===== config.mk =====
export PLATFORM = sky130hd
export DESIGN_NAME = branch_resolve_flat
export DESIGN_NICKNAME = d
export VERILOG_FILES = /design/src/rtl/branch_resolve_if.sv /design/src/rtl/branch_resolve.sv /design/src/flat_wrapper.sv
export SDC_FILE = /design/constraint.sdc
export NUM_CORES = 1
export LEC_CHECK = 0
export BUFFER_PORTS_ARGS = -buffer_cell sky130_fd_sc_hd__buf_2
export CAP_MARGIN = 5
export CORE_MARGIN = 4
export CORE_UTILIZATION = 49
export DETAILED_ROUTE_END_ITERATION = 12
export PLACE_DENSITY = 0.81
export SLEW_MARGIN = 10
export SYNTH_ARGS = -nofsm -noshare
export SYNTH_HDL_FRONTEND = slang
export SYNTH_SLANG_ARGS = --single-unit

===== constraint.sdc =====
create_clock -name clk -period 3.2 [get_ports clk]
set_clock_uncertainty 0.15 [all_clocks]
set_input_delay 0.32 -clock clk [delete_from_list [all_inputs] [get_ports clk]]
set_output_delay 0.32 -clock clk [all_outputs]
set_load 0.01 [all_outputs]

===== src/rtl/branch_resolve_if.sv =====
// branch_resolve_if: ID-stage branch handshake between the decode/forwarding side and branch_resolve.
//  master: drives br_valid_d, br_type_d, equal_d, ltz_d, opnd_ready_d, pc_plus4_d, imm_d, instr_idx_d
//          and observes stall_d, redirect_valid, redirect_pc, flush_f
//  slave : the branch resolver (mirror directions)
interface branch_resolve_if;
    logic        br_valid_d;
    logic [2:0]  br_type_d;
    logic        equal_d;
    logic        ltz_d;
    logic        opnd_ready_d;
    logic [31:0] pc_plus4_d;
    logic [15:0] imm_d;
    logic [25:0] instr_idx_d;
    logic        stall_d;
    logic        redirect_valid;
    logic [31:0] redirect_pc;
    logic        flush_f;
    modport master (
        output br_valid_d, br_type_d, equal_d, ltz_d, opnd_ready_d, pc_plus4_d, imm_d, instr_idx_d,
        input  stall_d, redirect_valid, redirect_pc, flush_f
    );
    modport slave (
        input  br_valid_d, br_type_d, equal_d, ltz_d, opnd_ready_d, pc_plus4_d, imm_d, instr_idx_d,
        output stall_d, redirect_valid, redirect_pc, flush_f
    );
endinterface


===== src/rtl/branch_resolve.sv =====
// branch_resolve: ID-stage branch/jump resolver driving PC redirect, IF flush and operand-wait stall.
//  clk          rising-edge clock
//  reset        synchronous active-high reset
//  br           branch_resolve_if.slave (ID inputs, stall_d, redirect_valid/redirect_pc, flush_f)
//  err_timeout  sticky: operand wait reached WAIT_MAX cycles
//  taken_cnt    saturating count of taken resolves (0 unless BRANCH_STATS_EN)
//  resolved_cnt saturating count of all resolves  (0 unless BRANCH_STATS_EN)
//  Optional feature macro: BRANCH_STATS_EN builds the statistics counters.
module branch_resolve #(
    parameter int WAIT_MAX = 3,
    parameter int CNT_W    = 16
) (
    input  logic             clk,
    input  logic             reset,
    branch_resolve_if.slave  br,
    output logic             err_timeout,
    output logic [CNT_W-1:0] taken_cnt,
    output logic [CNT_W-1:0] resolved_cnt
);
    typedef enum logic [1:0] {IDLE, WAIT, REDIRECT} state_t;
    localparam logic [3:0] WM = 4'(WAIT_MAX);
    state_t      state;
    logic [3:0]  wait_cnt;
    logic        taken;
    logic        resolve;
    logic [31:0] target;
    always_comb begin
        taken = (br.br_type_d == 3'd0) ?  br.equal_d :
                (br.br_type_d == 3'd1) ? !br.equal_d :
                (br.br_type_d == 3'd2) ?  br.ltz_d   :
                (br.br_type_d == 3'd3) ? !br.ltz_d   :
                (br.br_type_d == 3'd4);
        target = (br.br_type_d == 3'd4) ? {br.pc_plus4_d[31:28], br.instr_idx_d, 2'b00}
                                        : br.pc_plus4_d + {{14{br.imm_d[15]}}, br.imm_d, 2'b00};
        // The slot behind a taken branch is being flushed, so nothing resolves in REDIRECT.
        resolve = br.br_valid_d & br.opnd_ready_d & (state != REDIRECT);
    end
    assign br.stall_d = !reset & br.br_valid_d & !br.opnd_ready_d & (state != REDIRECT);
    always_ff @(posedge clk) begin
        if (reset) begin
            state             <= IDLE;
            wait_cnt          <= '0;
            err_timeout       <= 1'b0;
            br.redirect_valid <= 1'b0;
            br.flush_f        <= 1'b0;
            br.redirect_pc    <= '0;
        end else begin
            br.redirect_valid <= resolve & taken;
            br.flush_f        <= resolve & taken;
            if (resolve & taken)
                br.redirect_pc <= target;
            if (resolve) begin
                state    <= taken ? REDIRECT : IDLE;
                wait_cnt <= '0;
            end else if (state == REDIRECT) begin
                state <= IDLE;
            end else if (br.br_valid_d) begin
                state    <= WAIT;
                wait_cnt <= (wait_cnt < WM) ? wait_cnt + 4'd1 : wait_cnt;
                if (state == WAIT && wait_cnt + 4'd1 >= WM)
                    err_timeout <= 1'b1;
            end else begin
                state    <= IDLE;
                wait_cnt <= '0;
            end
        end
    end
`ifdef BRANCH_STATS_EN
    always_ff @(posedge clk) begin
        if (reset) begin
            taken_cnt    <= '0;
            resolved_cnt <= '0;
        end else begin
            if (resolve && !(&resolved_cnt))
                resolved_cnt <= resolved_cnt + 1'b1;
            if (resolve && taken && !(&taken_cnt))
                taken_cnt <= taken_cnt + 1'b1;
        end
    end
`else
    assign taken_cnt    = '0;
    assign resolved_cnt = '0;
`endif
endmodule


===== src/flat_wrapper.sv =====
// flat-port wrapper written by rule: the top's interface ports become plain ports
module branch_resolve_flat 
#(
    parameter int WAIT_MAX = 3,
    parameter int CNT_W    = 16
)
  (clk, reset, err_timeout, taken_cnt, resolved_cnt, br_br_valid_d, br_br_type_d, br_equal_d, br_ltz_d, br_opnd_ready_d, br_pc_plus4_d, br_imm_d, br_instr_idx_d, br_stall_d, br_redirect_valid, br_redirect_pc, br_flush_f);
  branch_resolve_if br_i ();
  input  logic clk;
  input  logic reset;
  output logic err_timeout;
  output logic [CNT_W-1:0] taken_cnt;
  output logic [CNT_W-1:0] resolved_cnt;
  input wire logic [$bits(br_i.br_valid_d)-1:0] br_br_valid_d;
  input wire logic [$bits(br_i.br_type_d)-1:0] br_br_type_d;
  input wire logic [$bits(br_i.equal_d)-1:0] br_equal_d;
  input wire logic [$bits(br_i.ltz_d)-1:0] br_ltz_d;
  input wire logic [$bits(br_i.opnd_ready_d)-1:0] br_opnd_ready_d;
  input wire logic [$bits(br_i.pc_plus4_d)-1:0] br_pc_plus4_d;
  input wire logic [$bits(br_i.imm_d)-1:0] br_imm_d;
  input wire logic [$bits(br_i.instr_idx_d)-1:0] br_instr_idx_d;
  output wire logic [$bits(br_i.stall_d)-1:0] br_stall_d;
  output wire logic [$bits(br_i.redirect_valid)-1:0] br_redirect_valid;
  output wire logic [$bits(br_i.redirect_pc)-1:0] br_redirect_pc;
  output wire logic [$bits(br_i.flush_f)-1:0] br_flush_f;
  assign br_i.br_valid_d = br_br_valid_d;
  assign br_i.br_type_d = br_br_type_d;
  assign br_i.equal_d = br_equal_d;
  assign br_i.ltz_d = br_ltz_d;
  assign br_i.opnd_ready_d = br_opnd_ready_d;
  assign br_i.pc_plus4_d = br_pc_plus4_d;
  assign br_i.imm_d = br_imm_d;
  assign br_i.instr_idx_d = br_instr_idx_d;
  assign br_stall_d = br_i.stall_d;
  assign br_redirect_valid = br_i.redirect_valid;
  assign br_redirect_pc = br_i.redirect_pc;
  assign br_flush_f = br_i.flush_f;
  branch_resolve #(.WAIT_MAX(WAIT_MAX), .CNT_W(CNT_W)) u_core (.clk(clk), .reset(reset), .br(br_i), .err_timeout(err_timeout), .taken_cnt(taken_cnt), .resolved_cnt(resolved_cnt));
endmodule

==> results of run 1 <==
[worst register-to-register path: cells and delay by family (launching register included)]
family / cells / cell delay, ps
flops: 1 / 340
compound gates: 2 / 250
buf+inv: 1 / 310
simple gates: 4 / 1180
[synthesized netlist by cell type, types with 3 or more instances]
library cell  count  area share
a211oi_1         11       0.023
a21o_1            3      0.0062
a21oi_1          51       0.070
a221oi_1          5       0.012
a311oi_1          5       0.012
a31oi_1          10       0.017
and2_1            4      0.0068
and3_1           10       0.017
buf_4            33       0.068
clkbuf_1         27       0.028
dfxtp_1          40        0.22
ha_1             31        0.11
inv_1            11       0.011
nand2_1          61       0.063
nand2b_1          6       0.010
nand3_1          15       0.021
nand4_1           9       0.015
nor2_1           40       0.041
nor2b_1           4      0.0068
nor3_1           15       0.021
o2111ai_1         4      0.0096
o211ai_1          3      0.0062
o21a_1            8       0.016
o21ai_0          24       0.033
o21bai_1          5       0.010
o22ai_1           5      0.0085
or3_1             7       0.012
xnor2_1          10       0.024
xor2_1           11       0.026
[kinds of logic (layout without fill, tap and decap cells)]
family                     count (synthesis)  in the layout
AOI/OAI and AO/OA                        151            151
xor gates and xnor gates                  21             21
adders and majority gates                 32             32
buffers and inverters                     73            141
DFF                                       40             40
muxes                                      2              2
other                                      1             32
and+or+nand+nor                          180            180
[sequential cells by signal (all words and copies together), names as in the netlist]
signal                    cells
u_core.wait_cnt               4
u_core.br.redirect_valid      1
u_core.state                  2
u_core.err_timeout            1
u_core.br.redirect_pc        32
[layer usage]
metal  track usage  vias up  wire length, um
li1              -     1949                -
met1         0.279     1852             4380
met2         0.411      186             5300
met3        0.0430       23              895
met4        0.0878        0              291
met5             0        -                0
[report_power, final]
part           switching (mW)  internal [mW]  leakage, nW
registers              0.0119          0.519        0.325
clock network           0.200          0.235       0.0548
logic                   0.323          0.215         1.62
total                   0.535          0.970         2.00
[per-stage QoR]
step / worst slack, ps / hold WS, ps
after global routing: 410 / 139
after CTS: 524 / 122
after detailed placement: 213 / 304
after floorplan: 473 / 322
after global placement: 268 / 284
final: 495 / 128
[layout make-up]
cell class / count / area [um2]
Sequential cell: 40 / 801
Fill cell: 707 / 2970
Timing Repair Buffer: 122 / 621
Tap cell: 99 / 124
Clock inverter: 3 / 46.3
Multi-Input combinational cell: 418 / 2580
Clock buffer: 5 / 68.8
Inverter: 11 / 41.3
[path summary, 6_finish.rpt]
path,endpoint,slack (ps),cells past startpoint
max,u_core.br.redirect_pc[28]$_SDFFE_PP0P_,490,10
min,u_core.br.redirect_pc[1]$_SDFFE_PP0P_,130,3
max reg2reg,u_core.br.redirect_pc[15]$_SDFFE_PP0P_,900,7
min reg2reg,u_core.br.redirect_pc[4]$_SDFFE_PP0P_,310,2
==> impl_metrics.ini, run 1 <==
[run_status]
status = finished clean

[critical_path]
end_kind = flip-flop
crit_slowest_cell = fa_1
cpPeakStageDelay_ps = 400
worstReg2RegStart = u_core.state[0]$_SDFF_PP0_
cpLargestDelayFamily = compound AO/OA/AOI/OAI gates
critical_path_class = in2reg
worstSetupStartpoint = br_imm_d[0]
worstPathMaxFanout = 5
cp_num_buf_inv = 1
worst-endpoint-required_ps = 3250
setup.worst_path.start_class = primary input
crit_path_cell_trace = buf_2, ha_1, fa_1, a21o_1, a221o_2, and4_4, nor4_4, a31o_2, mux2i_1, a2111oi_2
arrival_ps = 2750

[die]
io_pins = 151
dieHeight_um = 94.4
rows = 31
die_area_um2 = 8910
coreArea_um2 = 7250
die_w_um = 94.4
initial_core_util = 0.504

[sta]
fin_tns_setup_ps = 0
max_freq_mhz = 370
worst_pin_slew_ps = 841
final.period_utilization = 0.845
fin_crit_ps = 2710
max-slew-margin-rel = 0.438
hold_violations = 0
setup_viol_count_final = 0
finalMaxSlewViolations = 0
rsz0062_at_grt = no

[yosys]
yosysWarnings = 0
synthXorXnorAreaFrac = 0.0503
synth_cells = 500
synthMuxAreaShare = 0.00547
ys_async_sr_fraction = 0
synth_edf_count = 0
synth_compound_area_frac = 0.266
yosys.area_share.adder = 0.111
yosysSeqAreaShare = 0.219
synth_top_family_by_area = compound AO/OA/AOI/OAI gates
yosysUniqueCellTypes = 57
ys_ff_latch = 40
yosys.area_share.simple = 0.237
synth_area_per_cell_um2 = 7.32
synthFlopType = dfxtp_1
syn_area_um2 = 3660

[cts]
clockBufferDepth = 2
clock_latency_ps = 300
cts_sinks = 40
cts_hold_buffers = 0
cts_root_buf = clkbuf_8
cts_tree = done
clk_pin_slew_ps = 90
cts_resized = 0
postCtsSetupRepairBufs = 0
cts_buffers = 5
htree_levels = 2

[drt]
via_count = 4010
drtAntennaViolNets = 0
avgRoutedWirePerCell_um = 15.6
route.detailed.drc = 0
drt_iter0_drc = 229
drt_first_pass_iters = 5
drt_wl_total_um = 10900
vias_per_cell = 5.74

[final_layout]
utilization = 0.590
drive_gt1_frac = 0.232
area_growth_syn_to_layout_pct = 17.0
final_area_um2 = 4280
num_antenna_cells = 0
nNetsFinal = 713
layout_common_cells = buf_2 (118), nand2_1 (61), a21oi_1 (51), nor2_1 (40), dfxtp_1 (40)
finalNonFillerCells = 698
layout_commonest_cell = buf_2

[pwr]
ir_drop_uv = 176
power_density_nw_per_um2 = 351
p_total_mw = 1.50
p_leak_nw = 2.00

[global_route]
antenna_found_initial = 0
grt_start_max_net_pins = 44
gr-total-overflow = 0
grt_use_total = 0.233
grt_pass1_wl_um = 16800
grt_pass1_vias = 3762

[place]
io_buffers = 118
post_dp_cell_area_um2 = 4170
dpl.hpwl_um = 8490
gp_congestion = 0.929
place_inst = 690

[hold_path]
holdCritPathClass = in2reg
hold_path.startpoint = br_pc_plus4_d[1]

[flow_run]
max_cap_viol_count = 0
Power figures use the tool's default switching activity.
==> inputs of run 2 (changes only) <==
Clock period 3.2 ns to 2.5 ns, I/O delays scaled along.
==> impl_metrics.ini, run 2 (synthesis gave the netlist of run 1 again) <==
[run_status]
status = finished clean

[drt]
drt_iter0_drc = 331
drt_first_pass_iters = 5
route.detailed.drc = 0
via_count = 4228
drt_wl_total_um = 11300
vias_per_cell = 5.64
avgRoutedWirePerCell_um = 15.1
drtAntennaViolNets = 0

[global_route]
antenna_found_initial = 0
grt_pass1_wl_um = 17200
grt_use_total = 0.235
grt_start_max_net_pins = 44
gr-total-overflow = 0
grt_pass1_vias = 3801

[die]
die_area_um2 = 8910
rows = 31
die_w_um = 94.4
initial_core_util = 0.504
io_pins = 151
coreArea_um2 = 7250
dieHeight_um = 94.4

[final_layout]
largest_register_ffs = 32
nNetsFinal = 764
drive_gt1_frac = 0.302
layout_commonest_cell = buf_2
area_growth_syn_to_layout_pct = 29.4
final_area_um2 = 4730
layout_common_cells = buf_2 (116), nand2_1 (61), buf_4 (54), a21oi_1 (50)
num_antenna_cells = 0
top_register = u_core.br.redirect_pc
reg_top3 = u_core.br.redirect_pc: 32 flops, u_core.wait_cnt: 4 flops, u_core.state: 2 flops

[sta]
setup_slack_ps = 8.11
final.period_utilization = 0.997
setup_viol_count_final = 0
hold_violations = 0
fin_crit_ps = 2490
finalMaxSlewViolations = 0
max-slew-margin-rel = 0.478
worst_pin_slew_ps = 783
max_freq_mhz = 401
rsz0062_at_grt = yes
whs_ps = 66.5

[critical_path]
cp_num_buf_inv = 2
cpPeakStageDelay_ps = 380
cpLargestDelayFamily = compound AO/OA/AOI/OAI gates
arrival_ps = 2530
worstPathMaxFanout = 3
end_kind = flip-flop
setup.worst_path.start_class = primary input
critical_path_class = in2reg
crit_path_cell_trace = buf_6, ha_4, fa_2, a21o_1, a221o_2, and4_4, nor4_4, buf_4, o21ai_2, xnor2_1, a221oi_1
worst-endpoint-required_ps = 2540
crit_slowest_cell = a221o_2

[place]
dp_slack_ps = -325
io_buffers = 118
post_dp_cell_area_um2 = 4550
gp_congestion = 0.940
dpl.hpwl_um = 9020

[cts]
cts_sinks = 40
cts_hold_buffers = 0
cts_tree = done
clock_latency_ps = 290
clk_pin_slew_ps = 80
htree_levels = 2
cts_buffers = 5
cts_root_buf = clkbuf_8
clockBufferDepth = 2

[pwr]
power_density_nw_per_um2 = 436
p_total_mw = 2.06
ir_drop_uv = 214
p_leak_nw = 2.27

[hold_path]
holdCritPathClass = in2reg

[flow_run]
max_cap_viol_count = 0
run 2: changes by cell type in the layout (fill, tap and decap cells not counted), moves of 2 or more:
| cell | change |
|---|---|
| buf_6 | +2 |
| clkbuf_8 | +2 |
| buf_4 | +50 |
| buf_2 | -2 |
run 2: area by class of cell:
| type | instances | area, um2 |
|---|---|---|
| Clock inverter | 1 | 30.0 |
| Sequential cell | 40 | 801 |
| Clock buffer | 7 | 96.3 |
| Tap cell | 99 | 124 |
| Inverter | 11 | 41.3 |
| Timing Repair Buffer | 173 | 1030 |
| Fill cell | 628 | 2520 |
| Multi-Input combinational cell | 418 | 2610 |
run 2: stage by stage:
step                cells  TNS [ps]  utilization
finish                749         0        0.653
global route          749     -57.4        0.653
CTS                   746         0        0.647
detailed placement    738     -2230        0.628
global placement      738     -1510        0.628
floorplan             531     -70.7            -
run 2: report_power, final:
group / total [mW] / switching, mW / leakage (nW) / internal, mW
registers: 0.682 / 0.0170 / 0.325 / 0.665
logic: 0.805 / 0.444 / 1.88 / 0.361
clock network: 0.576 / 0.224 / 0.0645 / 0.352
run 2: final timing paths:
check / start / end / slack (ps) / cells past startpoint
max reg2reg: u_core.state[0]$_SDFF_PP0_ / u_core.br.redirect_pc[15]$_SDFFE_PP0P_ / 480 / 7
max: br_pc_plus4_d[2] / u_core.br.redirect_pc[20]$_SDFFE_PP0P_ / 8 / 11
min reg2reg: u_core.br.redirect_pc[4]$_SDFFE_PP0P_ / u_core.br.redirect_pc[4]$_SDFFE_PP0P_ / 310 / 2
min: br_pc_plus4_d[1] / u_core.br.redirect_pc[1]$_SDFFE_PP0P_ / 70 / 3
run 2: worst reg2reg max path: stages (launching register included):
cell,delay [ps]
dfxtp_1,330
nand2b_1,200
and3_1,250
o21ai_2,80
nor2_1,400
buf_4,280
nand2_1,110
a31oi_1,160
run 2: per-layer routing:
metal / GRT usage / part of all wire
met2: 0.420 / 0.50
met3: 0.0279 / 0.078
met5: 0 / 0
met1: 0.301 / 0.41
met4: 0.0578 / 0.015
run 2: timing repair:
item / 4_1_cts / 5_1_grt
setup endpoints to repair: 2 / 6
hold endpoints to repair: 0 / 0
setup buffers: 0 / 3
pin swaps: 0 / 8
resized for setup: 3 / 6
